===== src/rtl/binary_map_writer_pkg.sv =====
// Shared types and helpers for the binary similarity map writer.
// Latency: n/a (types, constants and a pure address function).
// Backpressure: n/a.
package binary_map_writer_pkg;

    // Frame sequencing states.
    typedef enum logic [1:0] {
        ST_IDLE  = 2'd0,
        ST_FILL  = 2'd1,
        ST_FLUSH = 2'd2,
        ST_DONE  = 2'd3
    } state_t;

    // One SRAM word holds this many map bits.
    localparam int WORD_W    = 16;
    localparam int WORD_LOG2 = 4;

    // Word w of row token t (1-based) lives at w*dimen + (t-1).
    // The reader walks the same layout: base t-1, stride dimen.
    function automatic logic [31:0] map_addr(input logic [31:0] word,
                                             input logic [31:0] row,
                                             input logic [31:0] dim);
        return word * dim + row - 32'd1;
    endfunction

endpackage


===== src/rtl/binary_map_writer_if.sv =====
// Score stream in, binary-map SRAM write port out.
// Latency: n/a (signal bundle only).
// Backpressure: sim_valid/sim_ready handshake on the score stream; SRAM side never stalls.
interface binary_map_writer_if #(
    parameter int binary_width = 16
);
    logic [31:0]           sim;
    logic                  sim_valid;
    logic                  sim_ready;
    logic [binary_width:0] binary_addr;
    logic                  binary_cen;
    logic                  binary_wen;
    logic                  binary_ren;
    logic [15:0]           binary_wdata;

    // The map writer: consumes scores, drives the SRAM port.
    modport master (
        input  sim, sim_valid,
        output sim_ready,
        output binary_addr, binary_cen, binary_wen, binary_ren, binary_wdata
    );

    // The environment: produces scores, observes the SRAM port.
    modport slave (
        output sim, sim_valid,
        input  sim_ready,
        input  binary_addr, binary_cen, binary_wen, binary_ren, binary_wdata
    );
endinterface


===== src/rtl/binary_map_packer.sv =====
// Serial-in accumulator: collects one bit per accept into a 16-bit word, LSB first.
// Latency: completed word is presented combinationally with the 16th bit (word_done).
// Backpressure: none; bits are taken whenever bit_vld is high, clr restarts a word.
module binary_map_packer
    import binary_map_writer_pkg::*;
(
    input  logic              CLK,
    input  logic              RESET,
    input  logic              clr,
    input  logic              bit_vld,
    input  logic              bit_dat,
    output logic              word_done,
    output logic [WORD_W-1:0] word_dat
);

    logic [WORD_W-1:0]    pack_q;
    logic [WORD_W-1:0]    pack_nxt;
    logic [WORD_LOG2-1:0] cnt_q;

    // Current word with the incoming bit dropped into its slot.
    always_comb begin
        pack_nxt        = pack_q;
        pack_nxt[cnt_q] = bit_dat;
        word_dat        = pack_nxt;
        word_done       = bit_vld && (cnt_q == WORD_LOG2'(WORD_W - 1));
    end

    // Bit slot counter and partial word; a finished word starts the next from zero.
    always_ff @(posedge CLK or negedge RESET) begin
        if (!RESET) begin
            pack_q <= '0;
            cnt_q  <= '0;
        end else if (clr) begin
            pack_q <= '0;
            cnt_q  <= '0;
        end else if (bit_vld) begin
            pack_q <= word_done ? '0 : pack_nxt;
            cnt_q  <= cnt_q + WORD_LOG2'(1);
        end
    end

endmodule


===== src/rtl/binary_map_writer.sv =====
// Thresholds a raster stream of similarity scores into the binary map SRAM (optional BINARY_MAP_ROWCOUNT_EN adds per-row 1-bit counts).
// Latency: write strobe 1 cycle after a word's 16th score; write_finish 2 cycles after the last score.
// Backpressure: sim_ready follows EN in FILL; SRAM writes never stall and complete even if EN drops.
module binary_map_writer
    import binary_map_writer_pkg::*;
#(
    parameter int dimen        = 1024,
    parameter int binary_width = 16,
    parameter int index_width  = 10
) (
    input  logic                   CLK,
    input  logic                   RESET,
    input  logic                   EN,
    input  logic                   START,
    input  logic [31:0]            threshold,
    binary_map_writer_if.master    bus,
    output logic                   write_finish,
    output logic                   busy
`ifdef BINARY_MAP_ROWCOUNT_EN
    ,
    output logic [index_width:0]   row_count,
    output logic                   row_count_valid
`endif
);

    localparam int CNT_W  = index_width + 1;
    localparam int ADDR_W = binary_width + 1;

    state_t             state_q;
    state_t             state_d;
    logic [CNT_W-1:0]   row_q;
    logic [CNT_W-1:0]   col_q;
    logic [31:0]        thr_q;

    logic               start_acc;
    logic               accept;
    logic               sim_ready_c;
    logic               col_last;
    logic               row_last;
    logic               sim_bit;

    logic               word_done;
    logic [WORD_W-1:0]  word_dat;

    logic [ADDR_W-1:0]  addr_q;
    logic               cen_q;
    logic               wen_q;
    logic [WORD_W-1:0]  wdata_q;

    assign col_last = (col_q == CNT_W'(dimen - 1));
    assign row_last = (row_q == CNT_W'(dimen));

    // Diagonal (column t-1 of row t) is a token compared with itself and is always 0.
    assign sim_bit = (bus.sim >= thr_q) && (col_q != (row_q - CNT_W'(1)));

    // State register.
    always_ff @(posedge CLK or negedge RESET) begin
        if (!RESET) state_q <= ST_IDLE;
        else        state_q <= state_d;
    end

    // Next state and handshake decode. FLUSH/DONE advance unconditionally so the
    // last write and the finish pulse are never held hostage by EN.
    always_comb begin
        state_d     = state_q;
        start_acc   = 1'b0;
        accept      = 1'b0;
        sim_ready_c = 1'b0;
        case (state_q)
            ST_IDLE: begin
                if (EN && START) begin
                    start_acc = 1'b1;
                    state_d   = ST_FILL;
                end
            end
            ST_FILL: begin
                sim_ready_c = EN;
                accept      = EN && bus.sim_valid;
                if (accept && col_last && row_last) state_d = ST_FLUSH;
            end
            ST_FLUSH: state_d = ST_DONE;
            ST_DONE:  state_d = ST_IDLE;
            default:  state_d = ST_IDLE;
        endcase
    end

    // Raster position and frame threshold; threshold is frozen for the whole frame.
    always_ff @(posedge CLK or negedge RESET) begin
        if (!RESET) begin
            row_q <= CNT_W'(1);
            col_q <= '0;
            thr_q <= '0;
        end else if (start_acc) begin
            row_q <= CNT_W'(1);
            col_q <= '0;
            thr_q <= threshold;
        end else if (accept) begin
            if (col_last) begin
                col_q <= '0;
                row_q <= row_q + CNT_W'(1);
            end else begin
                col_q <= col_q + CNT_W'(1);
            end
        end
    end

    binary_map_packer u_packer (
        .CLK       (CLK),
        .RESET     (RESET),
        .clr       (start_acc),
        .bit_vld   (accept),
        .bit_dat   (sim_bit),
        .word_done (word_done),
        .word_dat  (word_dat)
    );

    // Registered SRAM write: one-cycle strobe per completed word, back-to-back capable.
    always_ff @(posedge CLK or negedge RESET) begin
        if (!RESET) begin
            addr_q  <= '0;
            cen_q   <= 1'b1;
            wen_q   <= 1'b1;
            wdata_q <= '0;
        end else begin
            cen_q <= ~word_done;
            wen_q <= ~word_done;
            if (word_done) begin
                addr_q  <= ADDR_W'(map_addr(32'(col_q >> WORD_LOG2), 32'(row_q), 32'(dimen)));
                wdata_q <= word_dat;
            end
        end
    end

`ifdef BINARY_MAP_ROWCOUNT_EN
    logic [CNT_W-1:0] ones_q;

    // Running 1-bit count of the current row; published with the row's last word.
    always_ff @(posedge CLK or negedge RESET) begin
        if (!RESET) begin
            ones_q          <= '0;
            row_count       <= '0;
            row_count_valid <= 1'b0;
        end else if (start_acc) begin
            ones_q          <= '0;
            row_count_valid <= 1'b0;
        end else begin
            row_count_valid <= 1'b0;
            if (accept) begin
                if (col_last) begin
                    row_count       <= ones_q + CNT_W'(sim_bit);
                    row_count_valid <= 1'b1;
                    ones_q          <= '0;
                end else begin
                    ones_q <= ones_q + CNT_W'(sim_bit);
                end
            end
        end
    end
`endif

    assign bus.sim_ready    = sim_ready_c;
    assign bus.binary_addr  = addr_q;
    assign bus.binary_cen   = cen_q;
    assign bus.binary_wen   = wen_q;
    assign bus.binary_ren   = 1'b0;
    assign bus.binary_wdata = wdata_q;
    assign write_finish     = (state_q == ST_DONE);
    assign busy             = (state_q == ST_FILL) || (state_q == ST_FLUSH);

endmodule


===== src/flat_wrapper.sv =====
// flat-port wrapper written by rule: the top's interface ports become plain ports
module binary_map_writer_flat import binary_map_writer_pkg::*;
#(
    parameter int dimen        = 1024,
    parameter int binary_width = 16,
    parameter int index_width  = 10
)
  (CLK, RESET, EN, START, threshold, write_finish, busy, bus_sim, bus_sim_valid, bus_sim_ready, bus_binary_addr, bus_binary_cen, bus_binary_wen, bus_binary_ren, bus_binary_wdata);
  binary_map_writer_if #(.binary_width(binary_width)) bus_i ();
  input  logic CLK;
  input  logic RESET;
  input  logic EN;
  input  logic START;
  input  logic [31:0] threshold;
  output logic write_finish;
  output logic busy;
  input wire logic [$bits(bus_i.sim)-1:0] bus_sim;
  input wire logic [$bits(bus_i.sim_valid)-1:0] bus_sim_valid;
  output wire logic [$bits(bus_i.sim_ready)-1:0] bus_sim_ready;
  output wire logic [$bits(bus_i.binary_addr)-1:0] bus_binary_addr;
  output wire logic [$bits(bus_i.binary_cen)-1:0] bus_binary_cen;
  output wire logic [$bits(bus_i.binary_wen)-1:0] bus_binary_wen;
  output wire logic [$bits(bus_i.binary_ren)-1:0] bus_binary_ren;
  output wire logic [$bits(bus_i.binary_wdata)-1:0] bus_binary_wdata;
  assign bus_i.sim = bus_sim;
  assign bus_i.sim_valid = bus_sim_valid;
  assign bus_sim_ready = bus_i.sim_ready;
  assign bus_binary_addr = bus_i.binary_addr;
  assign bus_binary_cen = bus_i.binary_cen;
  assign bus_binary_wen = bus_i.binary_wen;
  assign bus_binary_ren = bus_i.binary_ren;
  assign bus_binary_wdata = bus_i.binary_wdata;
  binary_map_writer #(.dimen(dimen), .binary_width(binary_width), .index_width(index_width)) u_core (.CLK(CLK), .RESET(RESET), .EN(EN), .START(START), .threshold(threshold), .bus(bus_i), .write_finish(write_finish), .busy(busy));
endmodule

===== config.mk =====
export PLATFORM = sky130hd
export DESIGN_NAME = binary_map_writer_flat
export DESIGN_NICKNAME = d
export VERILOG_FILES = /design/src/rtl/binary_map_writer_pkg.sv /design/src/rtl/binary_map_writer_if.sv /design/src/rtl/binary_map_packer.sv /design/src/rtl/binary_map_writer.sv /design/src/flat_wrapper.sv
export SDC_FILE = /design/constraint.sdc
export NUM_CORES = 1
export LEC_CHECK = 0
export CAP_MARGIN = 25
export CORE_ASPECT_RATIO = 0.75
export CORE_UTILIZATION = 40
export CTS_BUF_LIST = sky130_fd_sc_hd__clkbuf_8
export DETAILED_ROUTE_END_ITERATION = 10
export DONT_BUFFER_PORTS = 1
export GPL_TIMING_DRIVEN = 0
export PLACE_DENSITY_LB_ADDON = 0.15
export SLEW_MARGIN = 20
export SYNTH_ARGS = -nofsm -noshare
export SYNTH_HDL_FRONTEND = slang
export SYNTH_HIERARCHICAL = 1
export SYNTH_SLANG_ARGS = --single-unit

===== constraint.sdc =====
create_clock -name CLK -period 3.77 [get_ports CLK]
set_input_delay 0.377 -clock CLK [delete_from_list [all_inputs] [get_ports CLK]]
set_output_delay 0.377 -clock CLK [all_outputs]
set_load 0.02 [all_outputs]

**Yosys cells after proc, flatten, opt, wreduce, memory -nomap -nowiden**

Cells that the tools add are included.

- Logic and storage cells: 62
- Bits in registers: 110

- $lt $le $gt $ge: 3
- Multiplexer cells: 21
- Bitwise logic cells: 1
- Equality and inequality tests: 9
- Add/subtract/negate cells: 6
- Reductions and logical operators: 13

Operators by type and width:

| cell | number |
|---|---|
| $mux W11 | 6 |
| $mux W16 | 3 |
| $ge A32 B32 Y1 | 1 |
| $add A11 B1 Y11 const B | 2 |
| $add A17 B11 Y17 | 1 |
| $sub A17 B1 Y17 const B | 1 |
| $bwmux W16 | 1 |
| $eq A11 B10 Y1 const B | 1 |
| $eq A11 B11 Y1 const B | 1 |
| $ne A11 B11 Y1 | 1 |
| $sub A11 B1 Y11 const B | 1 |
| $mux W4 | 2 |
| $pmux W2 S4 | 1 |
| $logic_and A1 B1 Y1 | 7 |
| $lt A4 B5 Y1 const B | 1 |
| $mux W1 | 5 |
| $add A4 B1 Y4 const B | 1 |
| $demux W1 S4 | 1 |
| $eq A2 B2 Y1 const B | 2 |
| $eq A4 B4 Y1 const B | 1 |
| $ge A4 B1 Y1 const B | 1 |
| $mux W2 | 2 |
| $ne A2 B1 Y1 const B | 2 |
| $reduce_and A2 Y1 | 2 |
| other kinds (5) | 6 |

**Longest topological paths before layout**

- Word-level depth: 8
- Gate-level depth with buffers: 13
- Depth with buffers taken out: 11

**Modules after synthesis**

Netlist, hierarchy kept.

Modules (own cells, without submodules):

| module | cells an instance | area an instance (µm²) | times used |
|---|---|---|---|
| binary_map_writer | 616 | 5,798.1 | 1 |
| binary_map_packer | 132 | 1,255.0 | 1 |

**Worst setup path after synthesis**

Ideal clock, no wire load.

- Path kind: register to register
- Start point: register u_core.row_q[0]
- End point: register u_core.wdata_q[15], in the netlist u_core/bus.binary_wdata[15]
- Library setup time: 0.125 ns
- Stages on the path, launching flop included: 13
- Slack: 1.128 ns
- Required time: 3.645 ns
- Arrival: 2.517 ns
- Cell sequence: dfstp_2 > clkbuf_1 > inv_1 > ha_1 > and3_1 > xnor2_1 > nor4_1 > nand3_1 > nor4_1 > a21oi_1 > clkbuf_1 > mux2_2 > mux2_2

- Longest elaborated chain between the ends: 4

RTL lines:

| element | line | source |
|---|---|---|
| start, declared | binary_map_writer.sv:31 | `logic [CNT_W-1:0] row_q;` |
| start signal, assigned | binary_map_writer.sv:100 | `row_q <= row_q + CNT_W'(1);` |
| $sub A11 B1 Y11 | binary_map_writer.sv:54 | `assign sim_bit = (bus.sim >= thr_q) && (col_q != (row_q - CNT_W'(1)));` |
| $ne A11 B11 Y1 | binary_map_writer.sv:54 |  |
| $logic_and A1 B1 Y1 | binary_map_writer.sv:54 |  |
| net u_core.sim_bit | binary_map_writer.sv:40 | `logic sim_bit;` |
| $bwmux W16 | binary_map_packer.sv:23 | `pack_nxt[cnt_q] = bit_dat;` |
| net u_core.word_dat[15] | binary_map_writer.sv:43 | `logic [WORD_W-1:0] word_dat;` |
| end signal, assigned | binary_map_writer.sv:129 | `wdata_q <= word_dat;` |
| end, declared | binary_map_writer.sv:48 | `logic [WORD_W-1:0] wdata_q;` |

The timed path passes the listed nets, and every way through them passes these cells.
A chain may end at the register's enable or synchronous reset.

**Worst setup path in the final report**

- Start point: register u_core.row_q[0]
- End point: register u_core.wdata_q[3], in the netlist u_core/bus.binary_wdata[3]

Same word-level chain as after synthesis.

==> impl_metrics.py <==
metrics = {
    "run_status": {
        "status": "finished clean",
    },
    "global_route": {
        "grt_pass1_wl_mm": 27.5,
        "grt_usage_pct": 19.5,
        "grt_max_degree": 111,
        "grt_antenna_before_repair": 0,
        "grt_pass1_vias": 5493,
        "grt_overflow_total": 0,
    },
    "sta": {
        "rsz0062_at_grt": "false",
        "finalCritPeriodShare_pct": 91.9,
        "fin_skew_ns": 0.0157,
        "worst_pin_slew_ns": 0.850,
        "slew_violations": 0,
        "period_minus_slack_ns": 3.46,
        "clock.fmax_mhz": 289,
        "setup_viol": 0,
        "maxSlewHeadroom_pct": 43.3,
        "tns_ns": 0,
        "hold_violations": 0,
    },
    "placement": {
        "dp_hpwl_mm": 12.4,
        "gp_congestion": 0.852,
        "placed_area_um2": 7350,
        "io_buffers": 0,
    },
    "cells_and_area": {
        "drive_gt1_share_pct": 9.53,
        "diodes": 0,
        "post-route-cell-area_um2": 7590,
        "final_nets": 911,
        "utilization_pct": 44.6,
        "syn_to_final_growth_pct": 7.66,
    },
    "power": {
        "power_frac_comb_pct": 49.2,
        "p_leak_nw": 3.57,
        "p_sw_mw": 1.93,
        "power.share.switching_pct": 42.1,
        "p_seq_share_pct": 34.3,
        "pwr_density_cell_nw_per_um2": 604,
        "ir_drop_mv": 0.344,
        "clkPwrFrac_pct": 16.5,
        "internal_power_mw": 2.65,
    },
    "clock_network": {
        "cts.repair.resized": 0,
        "clk_latency_ns": 0.40,
        "cts_max_level": 3,
        "post-cts-setup-buffers": 0,
        "cts-buffers-inserted": 9,
        "cts_buffer_depth": 2,
        "cts_tree": "done",
        "hold_buffers": 2,
        "clock-sinks": 110,
        "cts_root_buffer": "clkbuf_8",
        "clkTransAtPathRegs_ns": 0.11,
    },
    "synthesis": {
        "synthDistinctLibCells": 71,
        "synth.cell_area_um2": 7050,
        "synthCells": 748,
        "ys_ff_latch": 110,
        "ys.warnings.count": 6,
        "ys_seq_area_share_pct": 39.1,
        "syn_nets": 898,
        "syn_avg_cell_area_um2": 9.43,
        "synth_async_sr_flop_share_pct": 100,
        "synth_edf_count": 0,
        "synthFlopType": "dfrtp_1",
    },
    "hold_path": {
        "holdPathStages": 2,
        "hold_end": "u_core/thr_q[10]",
        "hold_path_startpoint": "threshold[10]",
        "hp-class": "input port to flip-flop",
    },
    "critical_path": {
        "critical_path.startpoint_type": "flip-flop",
        "r2r_setup_slack_ns": 0.31,
        "required_ns": 4.07,
        "critPathMaxStageDelay_ns": 0.57,
        "rr_endpoint": "u_core/bus.binary_wdata[3]",
        "r2r_cells": 12,
        "arrival_ns": 3.76,
        "critical_path_class": "flip-flop to flip-flop",
        "slowest_stage": "dfstp_2",
        "cp-end-kind": "flip-flop",
        "path_cells": "clkbuf_1 -> inv_1 -> ha_1 -> and3_1 -> xnor2_1 -> nor4_1 -> nand3_1 -> nor4_1 -> a21oi_1 -> clkbuf_1 -> mux2_2 -> mux2_2",
        "cp_max_fo": 10,
        "r2r-start": "u_core/row_q[0]",
    },
    "drt": {
        "dr.pass1.iters": 5,
        "wl_per_cell_um": 16.6,
        "vias_per_cell": 5.35,
        "via_count": 5360,
        "ant_nets": 0,
        "drc": 0,
        "drt_iter0_drc": 320,
        "drt_wl_total_mm": 16.6,
    },
    "floorplanning": {
        "start_util_pct": 41.4,
        "ios": 108,
        "die_h_um": 117,
        "die_w_um": 155,
        "placement_rows": 41,
        "core_area_um2": 17000,
        "dieArea_um2": 18200,
    },
    "run": {
        "maxCapViolCount": 0,
    },
}
-- cell usage after synthesis (3+ instances only) --
cell type / number / area, um^2
dfrtp_1: 108 / 2700
ha_1: 80 / 1000
nand2_1: 75 / 282
o21ai_0: 72 / 360
inv_1: 70 / 263
nor2_1: 49 / 184
mux2_2: 37 / 417
nand3_1: 28 / 140
xnor2_1: 28 / 245
a21oi_1: 27 / 135
clkbuf_1: 19 / 71.3
nand4_1: 12 / 75.1
a21o_1: 11 / 82.6
xor2_1: 11 / 96.3
o22ai_1: 10 / 62.6
nor3_1: 9 / 45.0
and3_1: 8 / 50.1
nor2b_1: 6 / 37.5
o211ai_1: 6 / 45.0
o31ai_1: 5 / 37.5
a31oi_1: 4 / 25.0
nand4b_1: 4 / 35.0
a211o_1: 3 / 26.3
and4_1: 3 / 26.3
buf_4: 3 / 22.5
mux2i_1: 3 / 30.0
nand2b_1: 3 / 18.8
nor4_1: 3 / 18.8
-- worst max-delay path, delay by kind of cell, from the launching register on --
family / cells / cell delay [ns]
mux: 2 / 0.63
buf+inv: 3 / 0.71
fa+ha+maj: 1 / 0.26
compound gates: 1 / 0.19
flops: 1 / 0.57
xor+xnor: 1 / 0.15
simple gates: 4 / 0.88
-- per-stage QoR --
stage               hold slack [ns]  worst slack [ns]  total power, mW  cells
detailed placement           0.0841             0.251             3.82    984
floorplan                    0.0814              1.13             3.28    748
global route                 0.0526            0.0543             5.00   1002
finish                       0.0919             0.306             4.58   1002
CTS                          0.0603             0.222             4.64   1002
global placement             0.0843             0.312             3.76    984
-- final cells by class --
| type | instances | area [um^2] |
|---|---|---|
| Clock buffer | 9 | 124 |
| Sequential cell | 110 | 2760 |
| Inverter | 70 | 263 |
| Tap cell | 236 | 295 |
| Clock inverter | 7 | 83.8 |
| Multi-Input combinational cell | 542 | 3910 |
| Buffer | 26 | 121 |
| Fill cell | 1697 | 9440 |
| Timing Repair Buffer | 2 | 37.5 |
-- flip-flops by register name (all words and copies together), names as in the netlist --
signal and count:
u_core/u_packer/cnt_q 4, u_core/bus.binary_wdata 16, u_core/u_packer/pack_q 16, u_core/row_q 11, u_core/bus.binary_wen 1, u_core/col_q 11, u_core/thr_q 32, u_core/state_q 2
u_core/bus.binary_addr 17
-- logic make-up after synthesis --
group           after synthesis  synth area share [%]
flops                       110                  39.1
xor+xnor                     39                  4.84
other cells                   1                0.0532
mux                          40                  6.33
compound gates              166                  15.0
simple gates                215                  14.7
buf+inv                      96                  5.45
fa+ha+maj                    81                  14.5
-- power by group through the flow --
stage | logic [mW] | clock network, mW | registers [mW]
3_5_place_dp | 2.22 | 0 | 1.60
2_1_floorplan | 1.72 | 0 | 1.55
5_1_grt | 2.55 | 0.845 | 1.61
3_3_place_gp | 2.18 | 0 | 1.59
4_1_cts | 2.27 | 0.801 | 1.57
6_report | 2.25 | 0.756 | 1.57
-- layer usage --
layer	part of all wire (%)	routed length (um)	global-route usage [%]	vias to the layer above
li1	-	-	-	2616
met1	48	8000	25.6	2633
met2	46	7650	32.0	96
met3	4.4	735	4.79	15
met4	1.4	239	5.49	0
met5	0	0	0	-
-- placed cells by master (no fill, tap or decap), types with 5 or more instances in the layout --
| cell type | netlist | routed |
|---|---|---|
| mux2_2 | 37 | 37 |
| a21oi_1 | 27 | 27 |
| o22ai_1 | 10 | 10 |
| clkbuf_1 | 19 | 19 |
| nand3_1 | 28 | 28 |
| nand2_1 | 75 | 75 |
| and3_1 | 8 | 8 |
| ha_1 | 80 | 80 |
| nor3_1 | 9 | 9 |
| xnor2_1 | 28 | 28 |
| dfrtp_1 | 108 | 108 |
| nand4_1 | 12 | 12 |
| o31ai_1 | 5 | 5 |
| a21o_1 | 11 | 11 |
| nor2b_1 | 6 | 6 |
| clkbuf_8 | 1 | 10 |
| o21ai_0 | 72 | 72 |
| nor2_1 | 49 | 49 |
| xor2_1 | 11 | 11 |
| inv_1 | 70 | 71 |
| o211ai_1 | 6 | 6 |
-- worst max path at each step --
stage                          from                           to  slack, ns  cells past startpoint
finish              u_core/row_q[0]   u_core/bus.binary_wdata[3]       0.31                     12
floorplan           u_core/row_q[0]  u_core/bus.binary_wdata[15]       1.13                     12
CTS                 u_core/row_q[0]   u_core/bus.binary_wdata[3]       0.22                     12
global placement    u_core/row_q[0]   u_core/bus.binary_wdata[3]       0.31                     12
global route        u_core/row_q[0]   u_core/bus.binary_wdata[3]       0.05                     12
detailed placement  u_core/row_q[0]   u_core/bus.binary_wdata[3]       0.25                     12
(Power assumes the default switching activity.)
